## src/rtl/mario_obj_dma.sv

```systemverilog
// Object DMA: copies LEN sprite-attribute bytes from CPU work RAM into object RAM,
// taking the CPU bus through a BUSRQ/BUSAK handshake. The FSM steps only on I_CEN ticks.
module mario_obj_dma #(
    parameter int          LEN      = 384,
    parameter logic [9:0]  DST_BASE = 10'd0
) (
    input  logic        I_CLK_48M,
    input  logic        I_RESETn,
    input  logic        I_CEN,
    input  logic        I_START,
    input  logic [15:0] I_SRC_BASE,
    input  logic        I_BUSAKn,
    input  logic [7:0]  I_SRC_D,
    output logic        O_BUSRQn,
    output logic [15:0] O_SRC_A,
    output logic [9:0]  O_DMAD_A,
    output logic [7:0]  O_DMAD_D,
    output logic        O_DMAD_CE,
    output logic        O_BUSY,
    output logic        O_DONE
);

    typedef enum logic [2:0] {IDLE, REQ, READ, WRITE, RELEASE} state_t;

    localparam logic [9:0] LAST_INDEX = 10'(LEN - 1);

    state_t      state;
    logic        pending;
    logic [9:0]  index;
    logic [15:0] base;

    always_ff @(posedge I_CLK_48M or negedge I_RESETn) begin
        if (!I_RESETn) begin
            state     <= IDLE;
            pending   <= 1'b0;
            index     <= 10'd0;
            base      <= 16'd0;
            O_BUSRQn  <= 1'b1;
            O_SRC_A   <= 16'd0;
            O_DMAD_A  <= 10'd0;
            O_DMAD_D  <= 8'd0;
            O_DMAD_CE <= 1'b0;
            O_BUSY    <= 1'b0;
            O_DONE    <= 1'b0;
        end else begin
            O_DMAD_CE <= 1'b0;
            O_DONE    <= 1'b0;

            // Requests are latched on every clock, but only while idle; clearing below wins.
            if (state == IDLE && I_START)
                pending <= 1'b1;

            if (I_CEN) begin
                case (state)
                    IDLE: begin
                        if (pending) begin
                            pending  <= 1'b0;
                            base     <= I_SRC_BASE;
                            index    <= 10'd0;
                            O_BUSRQn <= 1'b0;
                            O_BUSY   <= 1'b1;
                            state    <= REQ;
                        end
                    end
                    REQ: begin
                        if (!I_BUSAKn) begin
                            O_SRC_A <= base + 16'(index);
                            state   <= READ;
                        end
                    end
                    READ: begin
                        if (!I_BUSAKn) begin
                            O_DMAD_D  <= I_SRC_D;
                            O_DMAD_A  <= DST_BASE + index;
                            O_DMAD_CE <= 1'b1;
                            state     <= WRITE;
                        end
                    end
                    WRITE: begin
                        // A lost acknowledge freezes READ/WRITE in place until the bus returns.
                        if (!I_BUSAKn) begin
                            if (index == LAST_INDEX) begin
                                O_BUSRQn <= 1'b1;
                                state    <= RELEASE;
                            end else begin
                                index   <= index + 10'd1;
                                O_SRC_A <= base + 16'(index) + 16'd1;
                                state   <= READ;
                            end
                        end
                    end
                    RELEASE: begin
                        if (I_BUSAKn) begin
                            O_BUSY <= 1'b0;
                            O_DONE <= 1'b1;
                            state  <= IDLE;
                        end
                    end
                    default: state <= IDLE;
                endcase
            end
        end
    end

endmodule

```

## config.mk

```make
export PLATFORM = sky130hd
export DESIGN_NAME = mario_obj_dma
export DESIGN_NICKNAME = d
export VERILOG_FILES = /design/src/rtl/mario_obj_dma.sv
export SDC_FILE = /design/constraint.sdc
export NUM_CORES = 1
export LEC_CHECK = 0
export ABC_AREA = 1
export CORE_AREA = 3 3 92 94
export DETAILED_ROUTE_END_ITERATION = 7
export DIE_AREA = 0 0 95 97
export GPL_ROUTABILITY_DRIVEN = 1
export PLACE_DENSITY = 0.78
export SETUP_SLACK_MARGIN = 0.02
export SLEW_MARGIN = 20
export SYNTH_ARGS = -nofsm -noshare
export SYNTH_HDL_FRONTEND = slang
export SYNTH_SLANG_ARGS = --single-unit
```

## constraint.sdc

```tcl
create_clock -name I_CLK_48M -period 2.6 [get_ports I_CLK_48M]
set_clock_uncertainty 0.05 [all_clocks]
set_input_delay 0.52 -clock I_CLK_48M [delete_from_list [all_inputs] [get_ports I_CLK_48M]]
set_output_delay 0.52 -clock I_CLK_48M [all_outputs]
set_load 0.02 [all_outputs]
```

==> impl_summary.md <==
STA
Setup repair after global routing left no endpoint under its margin. In the final timing run, aggregate negative setup slack is 0 ns. Static timing analysis puts the maximum clock frequency at around 410 MHz. The slack of the critical path is about 0.18 ns. The count of pins over their slew limit came to 0. The minimum period implied by the final worst setup slack is 2.42 ns. The normalized max-slew margin is 54.7%. Setup violations remaining at the end of the flow were counted as 0.

The count of endpoints failing hold in the final timing report was 0. Dividing the final minimum period by the clock period gives approximately 93%. For the pin with the worst max-slew slack, the measured transition is between 0.6 and 0.7 ns.

Die
The number of standard-cell rows in the floorplan is 32. between 60 and 70 I/O pins were placed. The area of the core is between 0.007 and 0.008 mm². The horizontal die dimension is between 90 and 100 µm. The die footprint is between 0.009 and 0.01 mm². The die is around 97 µm tall. For this configuration, the core starts out at a cell density of 52.2%.

Power and ir drop
In this run the static leakage power is 2.42 nW. The total power divided by cell area is 968 mW/mm². The worst voltage drop across the vdd grid is between 0.0005 and 0.0006 V.

Global routing
Entering global routing, the biggest net connects approximately 40 pins. The number of global-route vias before repair was roughly 3500. The initial antenna violation count was 0. After global routing, the most crowded layer is met2.

For met2 alone, demand over resource in global routing was 34.4%. The met3 capacity usage during global routing is approximately 4.5%. Global routing used between 30% and 40% of the available met1 tracks. The first global-routing pass estimated 16.3 mm of wire. The global-route usage over all layers is between 20 and 25%. The total overflow left after global routing is 0.

Detailed routing
The routed via count is ~3700. The first detailed-routing pass ran for 6 iterations. The DRC violation count after routing is 0.

The vias per cell is around 5. The number of DRC violations after detailed-routing iteration 0 is about 330. The detailed-route wire length per cell is roughly 13 µm. The count of nets left with antenna violations once routing finished came out at 0.

The final routed wirelength across all metal layers is between 9 and 10 mm.

Setup path
The worst register-to-register path begins at index[0]. The timing endpoint of the critical path is O_SRC_A[12]. STA classifies the critical path startpoint as a flip-flop. The most critical setup path has its startpoint at index[0]. Of all nets on the critical path, the largest fanout is 5. Data on the critical path arrives at its endpoint at about 2.6 ns. The register-to-register setup slack is about 0.18 ns. STA puts the critical path data required time at ~2.8 ns.

The reg-to-reg endpoint is O_SRC_A[12]. The number of cells on the worst reg-to-reg path is 12. The type of the worst setup path is flip-flop to flip-flop. The endpoint type of the worst setup path is a flip-flop.

Synthesis
The count of cell types in the netlist is 38. The number of flip-flops and latches in the synthesized netlist is 68. A synthesized cell averages between 7 and 8 µm².

The mapped netlist covers approximately 0.0040 mm². Synthesis produced a netlist with a net count of between 500 and 600. During synthesis, Yosys emitted a total of 0 warnings.

The count of mapped cells out of synthesis is roughly 560. The dominant register cell in the synthesized netlist is dfrtp_1. Sequential cells were found to cover between 40% and 50% of the synthesized design area.

Counting flops with an async set or reset pin after synthesis yields a share of 100%. The count of flip-flops with a built-in enable after synthesis is 0.

Cells and area
Relative to the synthesized area, the layout overhead comes to 25.4%. The final layout contains between 600 and 700 nets. The total of fill cells in the finished design is approximately 680. The post-route cell area is approximately 0.0051 mm². The repair_antennas step left the layout with diodes totalling 0. The fraction of layout cells with a size suffix above 1 is between 10% and 20%. The filler-free cell count of the finished design is about 740.

Clock network
The count of hold-fix buffers inserted at cts is 0. The total clock sinks is about 70. The cell sitting at the root of the clock tree is a clkbuf_8. The clock passes through at most 2 buffers. TritonCTS built the clock tree. Post-CTS repair changed the size of 0 cells.

The number of levels the H-tree was split into is 3. The clock slew seen by the registers of the worst setup and hold paths is 0.08 ns. After clock tree synthesis, the setup repair step added 0 buffers.

The number of buffers added by the clock tree synthesis step is 9. The clock insertion delay at the later pin of the skew report is around 0.36 ns.

Place
The total of buffers placed on input and output ports is 66. At the placement stage, the worst setup path has a slack of ~0.10 ns. The detailed-placement wirelength estimate is 7.23 mm. The total placed instance area is just under 0.005 mm².

The congestion estimate from routability-driven global placement came to between 0.9 and 1. The number of placed instances with taps included is between 700 and 800.

Hold path
The path class of the lowest-slack min-delay path is input pin to async pin.

Run status
The run finished with clean final reports.

Flow run
The number of max-capacitance violations reported is 0.
[layout by cell type (no fill, tap or decap), drive strengths merged]
cell,count
fa,1
inv,66
nor3,6
or2,2
dfrtp,67
a31oi,1
clkbuf,10
clkinvlp,3
o41ai,1
nand4,10
and2,1
xnor2,5
clkdlybuf4s50,65
nand2,222
nor4,2
ha,12
nor2,47
dfstp,1
nand3,49
o21ai,31
buf,8
xor2,5
clkinv,2
a21boi,1
a21oi,12
o31ai,5
o211ai,1
[metal layers]
| layer | share of wire (%) | vias up | wire, µm |
|---|---|---|---|
| met2 | 46 | 106 | 4320 |
| met1 | 47 | 1673 | 4400 |
| met3 | 4.8 | 18 | 454 |
| met5 | 0 | - | 0 |
| li1 | - | 1924 | - |
| met4 | 2.1 | 0 | 197 |
[report_power, final]
| part | switching, mW | total, mW | internal [mW] |
|---|---|---|---|
| Combinational | 1.42 | 2.39 | 0.963 |
| Sequential | 0.271 | 1.71 | 1.44 |
| Clock | 0.444 | 0.798 | 0.354 |
[critical path, stage by stage, from the launching register on]
cell,delay (ns)
dfrtp_1,0.39
ha_2,0.22
fa_2,0.57
ha_1,0.17
nand2_2,0.08
nor2_4,0.11
nand3_2,0.12
nor2_4,0.13
nand3_2,0.12
nor2_4,0.15
nand3_1,0.09
nand3_1,0.09
nand2_1,0.05
[sequential cells by signal (all words and copies together) (netlist names)]
signal / cells
O_DMAD_A: 10
O_DONE: 1
state: 3
O_DMAD_D: 8
index: 10
O_BUSY: 1
O_DMAD_CE: 1
O_SRC_A: 16
base: 16
pending: 1
O_BUSRQn: 1
[synth_stat cells (2+ instances only)]
cell type	n	area (µm²)
a21oi_1	10	50.1
a21oi_2	2	17.5
buf_2	4	20.0
clkbuf_1	4	15.0
dfrtp_1	67	1680
ha_1	12	150
inv_1	60	225
inv_2	3	11.3
nand2_1	213	800
nand2_2	8	50.1
nand3_1	46	230
nand3_2	3	30.0
nand4_1	10	62.6
nor2_1	37	139
nor2_2	5	31.3
nor2_4	4	45.0
nor3_1	4	20.0
nor3_2	2	20.0
o21ai_0	29	145
o31ai_1	5	37.5
or2_2	2	12.5
xnor2_1	5	43.8
xor2_1	5	43.8
[how the worst min path moves through the flow]
stage | from | cells after the start | endpoint
after floorplan | I_RESETn | 0 | O_BUSY
after global placement | O_DMAD_D[7] | 2 | O_DMAD_D[7]
final | I_RESETn | 1 | O_SRC_A[12]
after detailed placement | O_DMAD_D[7] | 2 | O_DMAD_D[7]
after CTS | I_RESETn | 1 | O_SRC_A[14]
after global routing | I_RESETn | 1 | O_SRC_A[12]
[through the flow]
step / utilization (%) / hold WS, ns / power (mW)
6_report: 65.4 / 0.146 / 4.90
5_1_grt: 65.4 / 0.186 / 5.30
4_1_cts: 65.0 / 0.170 / 4.89
3_5_place_dp: 62.7 / 0.415 / 4.08
3_3_place_gp: 62.7 / 0.411 / 4.02
2_1_floorplan: - / 0.174 / 3.22
[cells by family (layout without fill, tap and decap cells)]
logic type | after synthesis | after routing | share of synthesized area (%)
AOI/OAI and AO/OA | 52 | 52 | 7.29
xor gates and xnor gates | 10 | 10 | 2.17
adders and majority gates | 13 | 13 | 4.22
buffers and inverters | 73 | 154 | 6.98
DFF | 68 | 68 | 42.2
and+or+nand+nor | 339 | 339 | 37.1
[layout make-up]
type / count / area (µm²) / area share, %
clock buffer: 10 / 128 / 2.52
clock inverter: 6 / 48.8 / 0.965
inverter: 65 / 246 / 4.88
multi-input combinational: 414 / 2080 / 41.2
sequential: 68 / 1700 / 33.7
tap: 102 / 128 / 2.52
timing repair buffer: 73 / 721 / 14.3
Note: power is estimated with default switching activity, not from simulation.
